$ cat src/rtl/lockin_iq_demod.sv
// Lock-in I/Q demodulator: multiplies ADC samples by offset-binary sin/cos references,
// integrates over 2^LOG2_N samples and presents each window result on a valid/ready port.
module lockin_iq_demod #(
    parameter int ADC_W  = 12,
    parameter int LOG2_N = 10,
    localparam int OUT_W = ADC_W + 8 + LOG2_N
) (
    input  logic                    sys_clk,
    input  logic                    rst_n,
    input  logic                    en,
    input  logic                    clear,
    input  logic signed [ADC_W-1:0] adc_data,
    input  logic                    adc_valid,
    input  logic [7:0]              sin_ref,
    input  logic [7:0]              cos_ref,
    output logic signed [OUT_W-1:0] i_out,
    output logic signed [OUT_W-1:0] q_out,
    output logic                    out_valid,
    input  logic                    out_ready,
    output logic                    overrun
);

    localparam int PROD_W = ADC_W + 8;

    logic                     s1_v_q, s1_v_d;
    logic signed [ADC_W-1:0]  s1_adc_q, s1_adc_d;
    logic signed [7:0]        s1_sin_q, s1_sin_d;
    logic signed [7:0]        s1_cos_q, s1_cos_d;
    logic                     s2_v_q, s2_v_d;
    logic signed [PROD_W-1:0] prod_i_q, prod_i_d;
    logic signed [PROD_W-1:0] prod_q_q, prod_q_d;
    logic signed [OUT_W-1:0]  acc_i_q, acc_i_d;
    logic signed [OUT_W-1:0]  acc_q_q, acc_q_d;
    logic [LOG2_N-1:0]        cnt_q, cnt_d;
    logic signed [OUT_W-1:0]  i_out_q, i_out_d;
    logic signed [OUT_W-1:0]  q_out_q, q_out_d;
    logic                     out_valid_q, out_valid_d;
    logic                     overrun_q, overrun_d;

    logic signed [PROD_W-1:0] adc_ext, sin_ext, cos_ext;
    logic signed [OUT_W-1:0]  sum_i, sum_q;
    logic                     dump, xfer;

    always_comb begin
        // Flipping the MSB turns offset-binary into two's complement (128 -> 0).
        s1_v_d   = en & adc_valid;
        s1_adc_d = adc_data;
        s1_sin_d = {~sin_ref[7], sin_ref[6:0]};
        s1_cos_d = {~cos_ref[7], cos_ref[6:0]};

        adc_ext  = {{8{s1_adc_q[ADC_W-1]}}, s1_adc_q};
        sin_ext  = {{ADC_W{s1_sin_q[7]}}, s1_sin_q};
        cos_ext  = {{ADC_W{s1_cos_q[7]}}, s1_cos_q};
        s2_v_d   = en & s1_v_q;
        prod_i_d = adc_ext * sin_ext;
        prod_q_d = adc_ext * cos_ext;

        sum_i = acc_i_q + {{(OUT_W-PROD_W){prod_i_q[PROD_W-1]}}, prod_i_q};
        sum_q = acc_q_q + {{(OUT_W-PROD_W){prod_q_q[PROD_W-1]}}, prod_q_q};
        dump  = en & s2_v_q & (&cnt_q);
        xfer  = out_valid_q & out_ready;

        acc_i_d = acc_i_q;
        acc_q_d = acc_q_q;
        cnt_d   = cnt_q;
        if (!en || dump) begin
            acc_i_d = '0;
            acc_q_d = '0;
            cnt_d   = '0;
        end else if (s2_v_q) begin
            acc_i_d = sum_i;
            acc_q_d = sum_q;
            cnt_d   = cnt_q + 1'b1;
        end

        i_out_d     = i_out_q;
        q_out_d     = q_out_q;
        out_valid_d = out_valid_q;
        overrun_d   = overrun_q;
        if (dump) begin
            if (!out_valid_q || out_ready) begin
                i_out_d     = sum_i;
                q_out_d     = sum_q;
                out_valid_d = 1'b1;
            end else begin
                overrun_d   = 1'b1;
            end
        end else if (xfer) begin
            out_valid_d = 1'b0;
        end
    end

    always_ff @(posedge sys_clk or negedge rst_n) begin
        if (!rst_n) begin
            s1_v_q      <= 1'b0;
            s1_adc_q    <= '0;
            s1_sin_q    <= '0;
            s1_cos_q    <= '0;
            s2_v_q      <= 1'b0;
            prod_i_q    <= '0;
            prod_q_q    <= '0;
            acc_i_q     <= '0;
            acc_q_q     <= '0;
            cnt_q       <= '0;
            i_out_q     <= '0;
            q_out_q     <= '0;
            out_valid_q <= 1'b0;
            overrun_q   <= 1'b0;
        end else if (clear) begin
            s1_v_q      <= 1'b0;
            s1_adc_q    <= '0;
            s1_sin_q    <= '0;
            s1_cos_q    <= '0;
            s2_v_q      <= 1'b0;
            prod_i_q    <= '0;
            prod_q_q    <= '0;
            acc_i_q     <= '0;
            acc_q_q     <= '0;
            cnt_q       <= '0;
            i_out_q     <= '0;
            q_out_q     <= '0;
            out_valid_q <= 1'b0;
            overrun_q   <= 1'b0;
        end else begin
            s1_v_q      <= s1_v_d;
            s1_adc_q    <= s1_adc_d;
            s1_sin_q    <= s1_sin_d;
            s1_cos_q    <= s1_cos_d;
            s2_v_q      <= s2_v_d;
            prod_i_q    <= prod_i_d;
            prod_q_q    <= prod_q_d;
            acc_i_q     <= acc_i_d;
            acc_q_q     <= acc_q_d;
            cnt_q       <= cnt_d;
            i_out_q     <= i_out_d;
            q_out_q     <= q_out_d;
            out_valid_q <= out_valid_d;
            overrun_q   <= overrun_d;
        end
    end

    assign i_out     = i_out_q;
    assign q_out     = q_out_q;
    assign out_valid = out_valid_q;
    assign overrun   = overrun_q;

endmodule

$ cat config.mk
export PLATFORM = sky130hd
export DESIGN_NAME = lockin_iq_demod
export DESIGN_NICKNAME = d
export VERILOG_FILES = /design/src/rtl/lockin_iq_demod.sv
export SDC_FILE = /design/constraint.sdc
export NUM_CORES = 1
export LEC_CHECK = 0
export CAP_MARGIN = 20
export CORE_ASPECT_RATIO = 0.7
export CORE_MARGIN = 2
export CORE_UTILIZATION = 50
export CTS_CLUSTER_SIZE = 40
export DETAILED_ROUTE_END_ITERATION = 7
export PLACE_DENSITY_LB_ADDON = 0.1
export SLEW_MARGIN = 20
export SYNTH_ARGS = -nofsm -noshare
export SYNTH_HDL_FRONTEND = slang
export SYNTH_SLANG_ARGS = --single-unit
$ cat constraint.sdc
create_clock -name sys_clk -period 7.1 [get_ports sys_clk]
set_clock_uncertainty 0.1 [all_clocks]
set_input_delay 1.42 -clock sys_clk [delete_from_list [all_inputs] [get_ports sys_clk]]
set_output_delay 1.42 -clock sys_clk [all_outputs]
set_load 0.02 [all_outputs]
======== Yosys cells after proc, flatten, opt, wreduce, memory -nomap -nowiden ========
Cells that the tools add are included.
storage, ports and cells
  flip-flop bits (word level) ............. 202
  input bits .............................. 34
  output and inout port bits .............. 62
cells by class
  add/sub/neg operators ................... 3
  $mul .................................... 2
  equal/unequal tests ..................... 2
  muxes and demuxes ....................... 29
  bitwise gates (word level) .............. 7
  reduce and logical (&&, ||, !) cells .... 12
operator list
  kind                                            count
  two-way mux 30 bit                              12
  adder 30 bit                                    2
  multiplier 12 x 8 -> 20 bit                     2
  two-way mux 20 bit                              2
  two-way mux 10 bit                              3
  two-way mux 8 bit                               2
  two-way mux 12 bit                              1
  adder 10 x 1 -> 10 bit (second input constant)  1
  AND reduction 10 bit                            1
  two-way mux 1 bit                               9
  AND reduction 2 bit                             3
  nonzero test 3 bit                              2
  bitwise AND 1 bit                               5
  nonzero test 2 bit                              2
  != test 3 x 2 -> 1 bit (second input constant)  1
  logical NOT 1 bit                               2
  logical OR 1 bit                                2
  != test 2 bit (second input constant)           1
  inverter 1 bit                                  2

======== Longest topological paths before layout ========
Gate-level depths: netlist of the first run.
  word-level depth ........................ 5
  depth in mapped cells ................... 19
  mapped depth without buffers ............ 18

======== Worst setup path after synthesis of the first run ========
No wires, ideal clock.
  path type ............................... flip-flop to flip-flop
  from .................................... reg s1_adc_q[9]
  to ...................................... reg prod_i_q[18]
  setup time .............................. 132 ps
  arrival time ............................ 4495 ps
  data required time ...................... 6868 ps
  slack ................................... 2374 ps
  stages on the path, launching flop included .. 18
  cell sequence ........................... dfrtp_1 -> clkbuf_1 -> nand2_1 -> fa_1 -> inv_1 -> fa_1 -> fa_1 -> inv_1 -> fa_1 -> inv_1 -> ha_1 -> a2111oi_0 -> o21ai_0 -> a41oi_1 -> o2111ai_1 -> a21oi_1 -> xor2_1 -> nor2_1
on the way
  cells in the longest elaborated chain, start to end .. 2
ends and longest elaborated chain
  element                      RTL line  RTL
  from (decl)                  26        logic signed [ADC_W-1:0] s1_adc_q, s1_adc_d;
  from (signal assigned)       96        s1_adc_q <= '0;
  from (signal assigned)       111       s1_adc_q <= '0;
  from (signal assigned)       126       s1_adc_q <= s1_adc_d;
  multiplier 12 x 8 -> 20 bit  55        prod_i_d = adc_ext * sin_ext;
  two-way mux 20 bit           109       end else if (clear) begin
  to (signal assigned)         130       prod_i_q <= prod_i_d;
  to (decl)                    30        logic signed [PROD_W-1:0] prod_i_q, prod_i_d;
Every way passes these cells.
A chain may end at the register's enable or synchronous reset.

======== Final worst setup path of the first run ========
Same ends and word-level chain as after synthesis.

==> flow_summary.json, run 1 <==
{
  "status": "complete, no violations",
  "fin_nets": 2250,
  "cts_tree": "done",
  "synth_edf_count": 0,
  "cts-hold-fix-buffers": 0,
  "leakage_uw": 0.00947,
  "crit_family": "adder cells",
  "comb_power_share": 0.329,
  "synth-adder-area-share": 0.279,
  "core_um2": 34600,
  "io-pin-count": 96,
  "cpMostUsedCell": "fa_1",
  "rsz0062_at_grt": "no",
  "timing.hold.ws_ns": 0.361,
  "n_antenna_cell": 0,
  "place_hpwl_um": 32200,
  "power_frac_seq": 0.363,
  "worst_ep_arrival_time_ns": 5.45,
  "cp.buffers_inverters": 3,
  "timing.max_cap.violations": 0,
  "switchingPower_uw": 1310,
  "area_growth_pct": 11.5,
  "synth_seq_cells": 202,
  "power.density_nw_per_um2": 190,
  "dieHeight_um": 160,
  "fillCellCount": 3125,
  "cts-root-buf": "clkbuf_16",
  "layout-drive-gt1-share": 0.0372,
  "hold_class": "reg2reg",
  "netlist_instances": 1882,
  "dieArea_um2": 36500,
  "max_stage_delay_ns": 0.73,
  "drc": 0,
  "ys.flop_type": "dfrtp_1",
  "first_global_vias": 13600,
  "grt.overflow.total": 0,
  "synth_mux_area_frac": 0.00408,
  "first_pass_iters": 5,
  "wl_per_cell_um": 17.6,
  "hold_violations": 0,
  "via_count": 13200,
  "syn_nets": 2209,
  "postSynth.asyncResetShare": 1.00,
  "cts_resized": 0,
  "synth_xor_area_frac": 0.0516,
  "slew_viol_final": 0,
  "crit_fanout": 16,
  "synth_compound_area_frac": 0.138,
  "ys_seq_area_frac": 0.289,
  "cp-end-kind": "flop",
  "crit_chain": "nand2_1, fa_1, inv_1, fa_1, fa_1, inv_1, fa_1, inv_1, ha_1, a2111oi_0, o21ai_0, a41oi_1, o2111ai_1, a21oi_1, xor2_1, nor2_1",
  "syn_area_um2": 17500,
  "routed_wl_um": 42300,
  "syn_avg_cell_area_um2": 9.28,
  "grt_use_total": 0.246,
  "clkPwrFrac": 0.309,
  "numCtsBuffers": 22,
  "start_util": 0.505,
  "drt_iter0_markers": 974,
  "cts_buffer_depth": 3,
  "routed_via_density": 5.48,
  "setup_violations": 0,
  "fp.dieW_um": 227,
  "period_needed_ns": 5.19,
  "antenna_found_initial": 0,
  "clock.fmax_mhz": 193,
  "row_count": 57,
  "post_cts_buffers": 0,
  "synth_top_family_by_area": "adder cells",
  "crit_type": "reg2reg",
  "cts_max_level": 1,
  "grt_max_degree": 103,
  "clk_pin_slew_worst_paths_ns": 0.06,
  "fin_crit_sh": 0.731,
  "internal_power_uw": 2400,
  "synth_simple_gate_area_frac": 0.171,
  "max-slew-margin-rel": 0.300,
  "ir_drop_mv": 0.171,
  "gp_congestion": 0.915,
  "worst_slew_pin_slew_ns": 1.05,
  "start_kind": "flop",
  "yosysUniqueCellTypes": 75,
  "io_buffers": 95,
  "clock_sinks": 202,
  "worstPathRequired_ns": 7.36,
  "grt_pass1_wl_um": 71800,
  "crit_slowest_cell": "dfrtp_1",
  "clk-insertion-delay-late_ns": 0.52,
  "p_sw_frac": 0.353,
  "final_antenna_net_count": 0,
  "fin_tns_setup_ns": 0,
  "synth_warnings": 0
}
[path summary, 6_finish.rpt]
kind / startpoint / end / slack (ns) / cells after the start
min reg2reg: s1_v_q / s2_v_q / 0.36 / 1
max: s1_adc_q[9] / prod_i_q[18] / 1.91 / 16
max reg2reg: s1_adc_q[9] / prod_i_q[18] / 1.91 / 16
min in group asynchronous: rst_n / prod_q_q[7] / 0.87 / 1
min: s1_v_q / s2_v_q / 0.36 / 1
max in group asynchronous: rst_n / acc_q_q[4] / 4.69 / 2
[sequential cells by signal, indices dropped and copies added, names as in the netlist]
signal and cells:
acc_i_q 30, acc_q_q 30, i_out 30, q_out 30
prod_i_q 20, prod_q_q 20, s1_adc_q 12, cnt_q 10
s1_cos_q 8, s1_sin_q 8, out_valid 1, overrun 1
s1_v_q 1, s2_v_q 1
[layout by cell type (no fill, tap or decap), types with 16 or more instances in the layout]
| cell | instances |
|---|---|
| clkdlybuf4s50_1 | 93 |
| a211oi_1 | 20 |
| xor2_1 | 40 |
| nand4_1 | 16 |
| a31oi_1 | 17 |
| and3_1 | 16 |
| a21oi_1 | 100 |
| ha_1 | 133 |
| dfrtp_1 | 202 |
| nor2b_1 | 46 |
| inv_1 | 219 |
| o21ai_1 | 16 |
| fa_1 | 160 |
| nor3_1 | 16 |
| a22o_1 | 36 |
| nor2_1 | 121 |
| and2_1 | 123 |
| xnor2_1 | 63 |
| clkbuf_16 | 23 |
| nand2_1 | 210 |
| nand3_1 | 26 |
| o21ai_0 | 52 |
| a21o_1 | 38 |
[cells in the mapped netlist, types with 17 or more instances]
| cell type | count | area (µm²) |
|---|---|---|
| o21ai_0 | 52 | 260 |
| ha_1 | 133 | 1660 |
| a31oi_1 | 17 | 106 |
| and2_1 | 123 | 769 |
| nor2b_1 | 46 | 288 |
| nand3_1 | 26 | 130 |
| fa_1 | 160 | 3200 |
| nor2_1 | 124 | 465 |
| a21oi_1 | 100 | 500 |
| inv_1 | 219 | 822 |
| dfrtp_1 | 202 | 5050 |
| nand2_1 | 211 | 792 |
| xor2_1 | 40 | 350 |
| clkbuf_1 | 68 | 255 |
| xnor2_1 | 63 | 552 |
| a22o_1 | 36 | 315 |
| a21o_1 | 38 | 285 |
| a211oi_1 | 20 | 150 |
[cells by family (layout without fill, tap and decap cells)]
logic type      Yosys count  count (layout)
simple gates            615             615
compound gates          356             356
buf+inv                 306             359
fa+ha+maj               293             293
flops                   202             202
xor+xnor                103             103
mux                       7               7
[metrics by stage]
stage	util	power, µW	cells	worst slack [ns]	cell area, µm²
6_report	0.563	3700	2407	1.91	19500
2_1_floorplan	-	2250	1882	2.37	17500
3_5_place_dp	0.542	2580	2371	1.87	18800
5_1_grt	0.563	3960	2407	1.50	19500
4_1_cts	0.563	3740	2407	1.86	19500
3_3_place_gp	0.542	2560	2371	1.98	18800
[worst register-to-register path: cells and delay by family (launching register included)]
family,cells,cell delay (ns)
adders and majority gates,5,2.37
AOI/OAI and AO/OA,5,1.32
DFF,1,0.73
and+or+nand+nor,2,0.22
xor gates and xnor gates,1,0.15
buffers and inverters,3,0.14
[power groups by stage]
stage / Combinational [µW] / Clock (µW) / Sequential [µW]
floorplan: 951 / 0 / 1300
global placement: 1200 / 0 / 1360
detailed placement: 1210 / 0 / 1360
CTS: 1220 / 1180 / 1340
global route: 1390 / 1210 / 1350
finish: 1220 / 1140 / 1340
[final cells by class]
class	instances	area (µm²)	share of cell area
clock inverters	4	27.5	0.00141
inverters	219	822	0.0422
repair buffers	104	1020	0.0524
well taps	472	591	0.0303
clock buffers	32	689	0.0354
multi-input cells	1374	11300	0.579
flip-flops and latches	202	5050	0.260
[per-layer routing]
metal / global-route usage / wire length [µm] / vias up / share of wire
li1: - / - / 6260 / -
met1: 0.371 / 20900 / 6557 / 0.49
met2: 0.381 / 18600 / 307 / 0.44
met3: 0.0322 / 1990 / 56 / 0.047
met4: 0.0523 / 830 / 0 / 0.020
met5: 0 / 0 / - / 0
(Power assumes the default switching activity.)
==> run 2: changes to the inputs <==
==> constraint.sdc (replaced) <==
create_clock -name sys_clk -period 4.8 [get_ports sys_clk]
set_clock_uncertainty 0.1 [all_clocks]
set_input_delay 0.96 -clock sys_clk [delete_from_list [all_inputs] [get_ports sys_clk]]
set_output_delay 0.96 -clock sys_clk [all_outputs]
set_load 0.02 [all_outputs]
==> run 2 against run 1 <==
  * Combinational power increased by 57%
  * Global-route usage decreased by 0.19 points
  * Worst hold slack got worse by 0.011 ns
  * Total power increased by 51%
  * Worst setup slack got worse by 1.7 ns
  * First-iteration DRC count decreased by 11%
  * Sequential power increased by 47%
  * Clock power increased by 50%
  * Maximum frequency increased by 12%
  * Register-to-register slack got worse by 1.7 ns
==> flow_summary.json, run 2 (synthesis gave the netlist of run 1 again) <==
{
  "status": "complete, no violations",
  "timing.hold.ws_ns": 0.349,
  "cts-root-buf": "clkbuf_16",
  "antenna_found_initial": 0,
  "final_common_cell": "inv_1",
  "dieHeight_um": 160,
  "fillCellCount": 3091,
  "fin_ws_ns": 0.166,
  "start_kind": "flop",
  "crit_type": "reg2reg",
  "place_hpwl_um": 32500,
  "core_um2": 34600,
  "gp_congestion": 0.895,
  "drc": 0,
  "ir_drop_mv": 0.226,
  "final_cell_mix": "inv_1, nand2_1, dfrtp_1",
  "first_pass_iters": 5,
  "clock_sinks": 202,
  "hold_violations": 0,
  "placedInstanceArea_um2": 19100,
  "reg2reg_from": "s1_adc_q[5]",
  "cts-hold-fix-buffers": 0,
  "crit_start": "s1_adc_q[5]",
  "first_global_vias": 13800,
  "rrSetupSlack_ns": 0.17,
  "io_buffers": 95,
  "period_needed_ns": 4.63,
  "worst_ep_arrival_time_ns": 4.92,
  "grt_pass1_wl_um": 71900,
  "worst_slew_pin_slew_ns": 0.967,
  "via_count": 13300,
  "layout-drive-gt1-share": 0.0835,
  "cts_buffer_depth": 3,
  "final_antenna_net_count": 0,
  "cts_max_level": 1,
  "clock.fmax_mhz": 216,
  "numCtsBuffers": 23,
  "clk-insertion-delay-late_ns": 0.54,
  "routed_wl_um": 42600,
  "cp-end-kind": "flop",
  "grt.overflow.total": 0,
  "area_growth_pct": 14.9,
  "fin_crit_sh": 0.966,
  "hp-start": "s1_v_q",
  "io-pin-count": 96,
  "wl_per_cell_um": 17.3,
  "final_util": 0.581,
  "worstPathRequired_ns": 5.08,
  "routed_via_density": 5.38,
  "hold_depth": 1,
  "design_area_um2": 20100,
  "clk_pin_slew_worst_paths_ns": 0.06,
  "drt_iter0_markers": 871,
  "n_antenna_cell": 0,
  "dieArea_um2": 36500,
  "row_count": 57,
  "cts_tree": "done",
  "power.density_nw_per_um2": 279,
  "dp_cells": 2410,
  "r2r.worst_path.cells": 17,
  "timing.rr.end": "prod_q_q[19]",
  "fin_nets": 2310,
  "dpl_worst_slack_ns": -0.0465,
  "stdcell_count": 2471,
  "holdPathEnd": "s2_v_q",
  "timing.max_cap.violations": 0,
  "grt_use_total": 0.244,
  "rsz0062_at_grt": "yes",
  "fp.dieW_um": 227,
  "start_util": 0.505,
  "crit_fanout": 4,
  "slew_viol_final": 0,
  "max-slew-margin-rel": 0.353,
  "grt_max_degree": 106,
  "hold_class": "reg2reg",
  "leakage_uw": 0.00975,
  "setup_violations": 0
}
## run 2: metal layers
layer	wire length [µm]	global-route usage	vias to the layer above
li1	-	-	6396
met1	21400	0.373	6606
met2	18700	0.378	254
met3	1840	0.0295	44
met4	753	0.0437	0
met5	0	0	-
## run 2: what timing repair did
action | 4_1_cts | 5_1_grt
pin swaps | 0 | 12
resized for setup | 9 | 35
setup buffers | 0 | 20
setup endpoints to repair | 2 | 10
## run 2: worst max-delay path: stages (launching register included)
cell	delay, ns
dfrtp_2	0.40
buf_4	0.14
buf_4	0.14
and2_1	0.15
fa_1	0.57
fa_1	0.43
fa_1	0.49
inv_1	0.05
fa_1	0.48
inv_1	0.04
ha_1	0.34
o21ai_0	0.14
a21oi_1	0.18
o31ai_2	0.10
a32o_2	0.28
o21ai_0	0.22
xnor2_1	0.16
nor2_1	0.06
## run 2: cell type report
cell class              instances  area [µm²]  area share
clock buffers                  35         681      0.0339
inverters                     219         822      0.0409
multi-input cells            1374       11300       0.565
well taps                     472         591      0.0294
clock inverters                 6        40.0     0.00199
flip-flops and latches        202        5080       0.253
repair buffers                163        1520      0.0757
## run 2: worst max-delay path by stage
stage | cells past startpoint | to | slack [ns]
2_1_floorplan | 17 | prod_i_q[18] | 0.07
3_3_place_gp | 16 | prod_q_q[18] | 0.06
3_5_place_dp | 17 | prod_q_q[18] | -0.05
4_1_cts | 17 | prod_i_q[18] | 0.008
5_1_grt | 18 | prod_q_q[18] | -0.02
6_report | 17 | prod_q_q[19] | 0.17
## run 2: power by group
group	total (µW)	internal, µW	switching (µW)	leakage [µW]
clock	1710	976	734	0.000354
combinational	1910	781	1130	0.00667
sequential	1970	1840	131	0.00272
total	5590	3590	2000	0.00975
## run 2: stage by stage
stage               setup TNS [ns]  power, µW
global route               -0.0218       5960
detailed placement         -0.0789       3860
finish                           0       5590
CTS                              0       5590
global placement                 0       3840
floorplan                        0       3330
